`src/rtl/uart_mem_bridge.sv`:
```
// Byte-level command responder: decodes 'W'/'R' host frames from the UART receiver,
// runs one 32-bit request/acknowledge bus transaction and streams the reply to the transmitter.
module uart_mem_bridge #(
  parameter int TIMEOUT_CYCLES = 1 << 20
) (
  input  logic        clk,
  input  logic        rst,
  input  logic        rx_valid,
  input  logic [7:0]  rx_data,
  output logic        tx_valid,
  output logic [7:0]  tx_data,
  input  logic        tx_ready,
  output logic        mem_req,
  output logic        mem_we,
  output logic [31:0] mem_addr,
  output logic [31:0] mem_wdata,
  input  logic [31:0] mem_rdata,
  input  logic        mem_ack,
  output logic        err_overrun,
  output logic        err_timeout
);

  localparam int TMO_W = $clog2(TIMEOUT_CYCLES + 1);

  localparam logic [7:0] CMD_W   = 8'h57;
  localparam logic [7:0] CMD_R   = 8'h52;
  localparam logic [7:0] RSP_OK  = 8'h4B;
  localparam logic [7:0] RSP_ERR = 8'h3F;

  typedef enum logic [2:0] {
    S_IDLE,
    S_ADDR,
    S_DATA,
    S_BUS,
    S_RESP
  } state_t;

  state_t             r_state;
  logic [1:0]         r_cnt;
  logic [1:0]         r_left;
  logic [31:0]        r_rdata;
  logic [TMO_W-1:0]   r_tmo;
  logic               r_tx_valid;
  logic [7:0]         r_tx_data;
  logic               r_mem_req;
  logic               r_mem_we;
  logic [31:0]        r_mem_addr;
  logic [31:0]        r_mem_wdata;
  logic               r_err_overrun;
  logic               r_err_timeout;

  logic               w_collecting;
  logic               w_tmo_hit;

  assign w_collecting = (r_state == S_ADDR) || (r_state == S_DATA);
  assign w_tmo_hit    = (r_tmo == TMO_W'(TIMEOUT_CYCLES));

  assign tx_valid    = r_tx_valid;
  assign tx_data     = r_tx_data;
  assign mem_req     = r_mem_req;
  assign mem_we      = r_mem_we;
  assign mem_addr    = r_mem_addr;
  assign mem_wdata   = r_mem_wdata;
  assign err_overrun = r_err_overrun;
  assign err_timeout = r_err_timeout;

  always_ff @(posedge clk or posedge rst) begin
    if (rst) begin
      r_state       <= S_IDLE;
      r_cnt         <= '0;
      r_left        <= '0;
      r_rdata       <= '0;
      r_tmo         <= '0;
      r_tx_valid    <= 1'b0;
      r_tx_data     <= 8'h00;
      r_mem_req     <= 1'b0;
      r_mem_we      <= 1'b0;
      r_mem_addr    <= '0;
      r_mem_wdata   <= '0;
      r_err_overrun <= 1'b0;
      r_err_timeout <= 1'b0;
    end else begin
      // An arriving byte always beats a simultaneous timeout expiry.
      if (rx_valid || !w_collecting) begin
        r_tmo <= '0;
      end else if (!w_tmo_hit) begin
        r_tmo <= r_tmo + TMO_W'(1);
      end

      case (r_state)
        S_IDLE: begin
          if (rx_valid) begin
            if (rx_data == CMD_W || rx_data == CMD_R) begin
              r_mem_we <= (rx_data == CMD_W);
              r_cnt    <= '0;
              r_state  <= S_ADDR;
            end else begin
              r_tx_data  <= RSP_ERR;
              r_tx_valid <= 1'b1;
              r_left     <= '0;
              r_state    <= S_RESP;
            end
          end
        end

        S_ADDR: begin
          if (rx_valid) begin
            r_mem_addr <= {r_mem_addr[23:0], rx_data};
            r_cnt      <= r_cnt + 2'd1;
            if (r_cnt == 2'd3) begin
              if (r_mem_we) begin
                r_state <= S_DATA;
              end else begin
                r_state   <= S_BUS;
                r_mem_req <= 1'b1;
              end
            end
          end else if (w_tmo_hit) begin
            r_state       <= S_IDLE;
            r_err_timeout <= 1'b1;
          end
        end

        S_DATA: begin
          if (rx_valid) begin
            r_mem_wdata <= {r_mem_wdata[23:0], rx_data};
            r_cnt       <= r_cnt + 2'd1;
            if (r_cnt == 2'd3) begin
              r_state   <= S_BUS;
              r_mem_req <= 1'b1;
            end
          end else if (w_tmo_hit) begin
            r_state       <= S_IDLE;
            r_err_timeout <= 1'b1;
          end
        end

        S_BUS: begin
          if (rx_valid) begin
            r_err_overrun <= 1'b1;
          end
          if (mem_ack) begin
            r_mem_req  <= 1'b0;
            r_tx_valid <= 1'b1;
            r_state    <= S_RESP;
            if (r_mem_we) begin
              r_tx_data <= RSP_OK;
              r_left    <= '0;
            end else begin
              r_rdata   <= mem_rdata;
              r_tx_data <= mem_rdata[31:24];
              r_left    <= 2'd3;
            end
          end
        end

        S_RESP: begin
          if (rx_valid) begin
            r_err_overrun <= 1'b1;
          end
          // r_rdata is shifted so its [23:16] always holds the next byte to offer.
          if (r_tx_valid && tx_ready) begin
            if (r_left == 2'd0) begin
              r_tx_valid <= 1'b0;
              r_state    <= S_IDLE;
            end else begin
              r_tx_data <= r_rdata[23:16];
              r_rdata   <= {r_rdata[23:0], 8'h00};
              r_left    <= r_left - 2'd1;
            end
          end
        end

        default: begin
          r_state <= S_IDLE;
        end
      endcase
    end
  end

endmodule

```
`config.mk`:
```
export PLATFORM = sky130hd
export DESIGN_NAME = uart_mem_bridge
export DESIGN_NICKNAME = d
export VERILOG_FILES = /design/src/rtl/uart_mem_bridge.sv
export SDC_FILE = /design/constraint.sdc
export NUM_CORES = 1
export LEC_CHECK = 0
export ABC_AREA = 1
export BUFFER_PORTS_ARGS = -buffer_cell sky130_fd_sc_hd__buf_2
export CAP_MARGIN = 40
export CORE_UTILIZATION = 43
export DETAILED_ROUTE_END_ITERATION = 16
export PLACE_DENSITY = 0.74
export SKIP_CTS_REPAIR_TIMING = 1
export SLEW_MARGIN = 25
export SYNTH_ARGS = -nofsm -noshare
export SYNTH_HDL_FRONTEND = slang
export SYNTH_SLANG_ARGS = --single-unit
```
`constraint.sdc`:
```
create_clock -name clk -period 8.25 [get_ports clk]
set_clock_uncertainty 0.15 [all_clocks]
set_input_delay 0.825 -clock clk [delete_from_list [all_inputs] [get_ports clk]]
set_output_delay 0.825 -clock clk [all_outputs]
set_load 0.1 [all_outputs]
```
==> reports/results.tsv, run 1 <==
metric	value	unit
Ant. Diodes	0	
Max Fclk	0.398	GHz
Reg2Reg Launch Point	r_state[0]$_DFFE_PP0P_	
die area	14500	µm²
crit path max fanout	54	
startpoint types	flop	
Core ar.	13500	µm²
Die Wd	121	µm
Max VDD drop	0.439	mV
WP buf/inv	1	
share of layout cells above drive strength 1	29.0	%
crit-path cells	nor2_2, nand2_4, inv_2, o21ai_2, and3_4, nand3_1, o21ai_2	
Setup WS post-layout	5.74	ns
WL per Instance	13.0	µm
Initial Util	44.9	%
Site Rows	42	
CTS tree	done	
Power Density	392	nW/µm²
max-slew violations	0	
syn nets	733	
clock root buffer	clkbuf_16	
Syn. warnings	0	
Max stage delay on crit path	0.73	ns
Crit-path slowest cell	and3_4	
fin nets	851	
Critical Path AT	2.71	ns
Top Family by Delay on Critical Path	simple AND/OR/NAND/NOR gates	
Area growth, synth to finish	22.9	%
gr usage total	19.2	%
most frequent cells in the layout	nand2_1, dfrtp_1, buf_2, inv_1, o21ai_0	
synth unique cells	36	
Routed Antenna Nets	0	
gpl congestion	0.815	
Total Wirelength	12.9	mm
Placement Cell Area	6740	µm²
count of final setup violators	0	
max-capacitance violation count	0	
Worst Hold Class	input pin to async pin	
clock sinks	129	
Min Clock Period, post-route	2.51	ns
Adder-Cell Fraction of Synth Area	0.828	%
post-synthesis compound-gate area fraction	12.6	%
DRC	0	
setup TNS	0	ns
#FFs+latches synth	129	
io pins	122	
post-synthesis mux area share	2.98	%
largest net degree at the start of global routing	67	
dpl ws	5.51	ns
number of CTS-inserted buffers	17	
worst-case clock buffer depth	2	
DR iter-0 viols	346	
DR vias	4918	
CP startpoint	r_state[0]$_DFFE_PP0P_	
slew of the pin with the lowest slew margin	0.680	ns
RSZ-0062 raised after global routing	no	
antenna violations before repair	0	
static leakage	3.80	nW
HPWL after detailed placement	8.87	mm
die height	121	µm
post-synthesis cell count	684	
CP endpoint kind	flop	
worst skew pair latency	0.41	ns
number of global-route vias before repair	4655	
H-tree levels	4	
Slew headroom	54.6	%
critical path class	flop to flop	
most common cell after layout, fill and taps aside	nand2_1	
mapped cell area	6050	µm²
post-synthesis sequential area ratio	53.4	%
combinational family with the most area after synthesis	simple AND/OR/NAND/NOR gates	
via-per-instance ratio	4.96	
Synth Area in Simple Gates	21.2	%
IO buf count	121	
Worst EP required	8.45	ns
most frequent CP cell	o21ai_2	
global-route wire length before repair	21.9	mm
clock slew at reported path FFs	0.06	ns
XOR/XNOR Fraction of Synth Area	0.435	%
Final Hold Fails	0	
outcome	finished, final reports clean	
mean area per synthesized cell	8.84	µm²
grt ovf	0	
drt pass-1 iters	4	
period utilization	30.5	%
Design Area, Final	7430	µm²
-- state kept, by name (all words and copies together) (netlist names) --
name / cells
tx_data: 8
err_overrun: 1
tx_valid: 1
r_state: 3
r_cnt: 2
r_rdata: 24
err_timeout: 1
mem_we: 1
r_tmo: 21
mem_addr: 32
mem_wdata: 32
mem_req: 1
r_left: 2
-- kinds of logic (layout without fill, tap and decap cells) --
group | count (synthesis) | after routing
AO/OA/AOI/OAI | 133 | 133
XOR/XNOR | 3 | 3
adder cells (fa/ha/maj) | 4 | 4
buffers and inverters | 115 | 246
flip-flops | 129 | 129
multiplexers | 16 | 16
AND/OR/NAND/NOR | 284 | 284
-- routing by layer --
metal,vias up,routed length (µm),track usage (%),share of wire (%)
met3,12,636,5.42,4.9
met1,2316,5830,25.4,45
met4,0,172,6.25,1.3
li1,2467,-,-,-
met5,-,0,0,0
met2,123,6230,30.5,48
-- layout make-up --
cell class / instances / area, µm²
multi-input combinational: 440 / 2310
clock inverter: 15 / 219
sequential: 129 / 3230
tap: 176 / 220
clock buffer: 17 / 425
inverter: 88 / 333
fill: 1219 / 6020
timing repair buffer: 126 / 696
-- metrics by stage --
| stage | total power [mW] | utilization, % | instances | hold WS (ns) |
|---|---|---|---|---|
| after floorplan | 1.95 | - | 684 | 0.292 |
| after global placement | 2.09 | 49.9 | 956 | 0.291 |
| after detailed placement | 2.11 | 50.1 | 957 | 0.297 |
| after CTS | 2.93 | 54.9 | 989 | 0.312 |
| after global routing | 3.06 | 55.2 | 991 | 0.235 |
| final | 2.91 | 55.2 | 991 | 0.223 |
-- cells in the mapped netlist (all sizes together) --
cell type | n | share of area [%]
a211oi | 1 | 0.12
a21o | 1 | 0.12
a21oi | 26 | 2.2
a31oi | 1 | 0.10
and2 | 1 | 0.10
and3 | 1 | 0.19
buf | 18 | 2.4
clkbuf | 9 | 0.68
dfrtp | 129 | 53
ha | 4 | 0.83
inv | 88 | 5.5
mux2 | 16 | 3.0
nand2 | 157 | 11
nand3 | 34 | 2.9
nand3b | 1 | 0.12
nand4 | 19 | 2.0
nor2 | 63 | 4.3
nor3 | 8 | 0.74
o2111ai | 1 | 0.14
o21a | 1 | 0.12
o21ai | 102 | 9.9
xnor2 | 1 | 0.14
xor2 | 2 | 0.29
-- path summary, 6_finish.rpt --
path                                                 end  slack [ns]  cells after the start
max in group asynchronous          r_tmo[16]$_DFFE_PP0N_        6.60                      5
worst min-delay path            mem_wdata[2]$_DFFE_PP0P_        0.22                      2
worst max register to register    r_rdata[1]$_DFFE_PP0P_        5.74                      7
worst max-delay path              r_rdata[1]$_DFFE_PP0P_        5.74                      7
worst min register to register   err_timeout$_DFFE_PP0P_        0.31                      2
min in group clk                 err_timeout$_DFFE_PP0P_        0.31                      2
-- report_power, final --
part           internal (mW)  total (mW)  switching, mW  leakage (nW)
clock network          0.516       0.815          0.299         0.310
registers              0.774       0.852         0.0781          1.66
logic                  0.227        1.24           1.02          1.83
Note: power is estimated with default switching activity, not from simulation.
==> run 2: changes to the inputs <==
--- a/config.mk
+++ b/config.mk
@@ -10,7 +10,7 @@
 export CAP_MARGIN = 40
 export CORE_UTILIZATION = 43
 export DETAILED_ROUTE_END_ITERATION = 16
-export PLACE_DENSITY = 0.74
+export PLACE_DENSITY = 0.76
 export SKIP_CTS_REPAIR_TIMING = 1
 export SLEW_MARGIN = 25
 export SYNTH_ARGS = -nofsm -noshare
==> constraint.sdc (replaced) <==
create_clock -name clk -period 2.1 [get_ports clk]
set_clock_uncertainty 0.15 [all_clocks]
set_input_delay 0.21 -clock clk [delete_from_list [all_inputs] [get_ports clk]]
set_output_delay 0.21 -clock clk [all_outputs]
set_load 0.1 [all_outputs]
==> run 2 against run 1 <==
The flow now finishes with violations (hold timing); count of clock-buffer cells in the layout is 5 higher; largest cell class unchanged; global-route usage is 0.16 points lower; largest power group unchanged; highest routed layer unchanged; critical endpoint is now r_tmo[0]$_DFFE_PP0N_; combinational power rose to 4.0 times the previous value; critical path depth rose by 1; clock power rose to 3.6 times the previous value; setup slack worse by 5.5 ns; core utilization up 1.5 points; sequential power rose to 3.9 times the previous value; fmax rose by 32%.
==> reports/results.tsv, run 2 (synthesis results as in run 1) <==
metric	value	unit
drt pass-1 iters	4	
crit path max fanout	17	
Die Wd	121	µm
gr usage total	19.1	%
cell-internal power	5.86	mW
power after layout	11.3	mW
io pins	122	
Clock power frac	25.8	%
IO buf count	121	
Site Rows	42	
Max VDD drop	1.30	mV
largest net degree at the start of global routing	87	
via-per-instance ratio	4.86	
setup TNS	0	ns
RSZ-0062 raised after global routing	no	
max-capacitance violation count	0	
static leakage	3.88	nW
Psw	5.42	mW
HPWL after detailed placement	8.97	mm
clock root buffer	clkbuf_16	
WL per Instance	13.0	µm
DRC	0	
gpl congestion	0.831	
die height	121	µm
startpoint types	flop	
share of layout cells above drive strength 1	28.5	%
CP endpoint kind	flop	
most frequent cells in the layout	nand2_1, dfrtp_1, buf_2, inv_1, o21ai_0	
most common cell after layout, fill and taps aside	nand2_1	
failing checks	hold timing	
max-slew violations	0	
fillers	1226	
grt ovf	0	
number of CTS-inserted buffers	17	
CTS tree	done	
Total Wirelength	13.3	mm
outcome	finished, violations left	
period utilization	90.5	%
die area	14500	µm²
DR vias	4957	
Initial Util	44.9	%
critical path class	flop to flop	
Max Fclk	0.526	GHz
Inst Count DP	965	
worst-case clock buffer depth	2	
count of final setup violators	0	
r2r setup slk	0.20	ns
Min Clock Period, post-route	1.90	ns
Metal-1 WL	6.09	mm
clock sinks	129	
fin nets	878	
WL met2	6.36	mm
Final Hold Fails	4	
Core ar.	13500	µm²
Worst Hold Class	input pin to flop	
Slew headroom	63.7	%
highest metal used	met4	
DR iter-0 viols	270	
Met3 Routed Length	536	µm
Hold WS	-0.0173	ns
number of global-route vias before repair	4587	
slew of the pin with the lowest slew margin	0.544	ns
final non-filler cell total	1019	
global-route wire length before repair	21.6	mm
clock slew at reported path FFs	0.05	ns
Comb pwr share	44.4	%
switch share	48.1	%
Power Density	1480	nW/µm²
antenna violations before repair	0	
worst skew pair latency	0.41	ns
Critical Path AT	2.07	ns
sequential share of power	29.7	%
Routed Antenna Nets	0	
Worst EP required	2.27	ns
Area growth, synth to finish	26.3	%
H-tree levels	4	
[run 2: changes by cell type in the layout (fill, tap and decap cells not counted), sizes merged]
| cell | previous run | this run |
|---|---|---|
| buf | 126 | 132 |
| bufinv | 4 | 2 |
| clkbuf | 17 | 22 |
| clkinv | 1 | 4 |
| clkinvlp | 2 | 4 |
| diode | 0 | 1 |
| dlygate4sd3 | 0 | 21 |
| inv | 96 | 88 |
[run 2: per-stage QoR]
step                      util [%]  area, µm²  worst slack (ns)
after floorplan                  -       6050           0.00168
after global routing          56.7       7630            0.0361
after global placement        50.8       6830             0.209
after detailed placement      50.8       6830             0.157
after CTS                     55.2       7420             0.134
final                         56.8       7630             0.199
[run 2: worst paths after layout]
path                                               from                         to  cells past startpoint
worst max register to register   r_state[1]$_DFFE_PP0P_       r_tmo[0]$_DFFE_PP0N_                      8
worst max-delay path             r_state[1]$_DFFE_PP0P_       r_tmo[0]$_DFFE_PP0N_                      8
worst min register to register  err_timeout$_DFFE_PP0P_    err_timeout$_DFFE_PP0P_                      2
min in group asynchronous                           rst  mem_wdata[18]$_DFFE_PP0P_                      4
max in group asynchronous                           rst     r_rdata[7]$_DFFE_PP0P_                      4
worst min-delay path                      mem_rdata[23]    r_rdata[23]$_DFFE_PP0P_                      5
[run 2: power by group through the flow]
stage,sequential [mW],clock (mW),combinational [mW]
floorplan,5.85,0,1.82
global placement,3.38,0,4.93
detailed placement,3.39,0,5.00
CTS,3.35,2.97,5.01
global route,3.42,3.09,5.35
finish,3.36,2.92,5.01
[run 2: final cells by class]
type / instances / area (µm²) / area share, %
sequential: 129 / 3230 / 42.3
multi-input combinational: 440 / 2310 / 30.2
timing repair buffer: 153 / 948 / 12.4
clock buffer: 22 / 464 / 6.08
inverter: 88 / 335 / 4.39
tap: 176 / 220 / 2.88
clock inverter: 10 / 126 / 1.66
antenna: 1 / 2.50 / 0.0328
[run 2: per-layer routing]
layer  GRT usage [%]  vias to the layer above
met5               0                        -
met4            8.41                        0
met3            5.00                       24
met2            29.2                      120
met1            25.4                     2302
li1                -                     2511
[run 2: critical path: stages, from the launching register on]
cell      delay, ns
dfrtp_1        0.41
inv_1          0.10
nor2_2         0.14
nand2_1        0.10
nand2_2        0.14
nand2_2        0.14
clkinv_2       0.20
nand4_1        0.21
o21ai_0        0.22
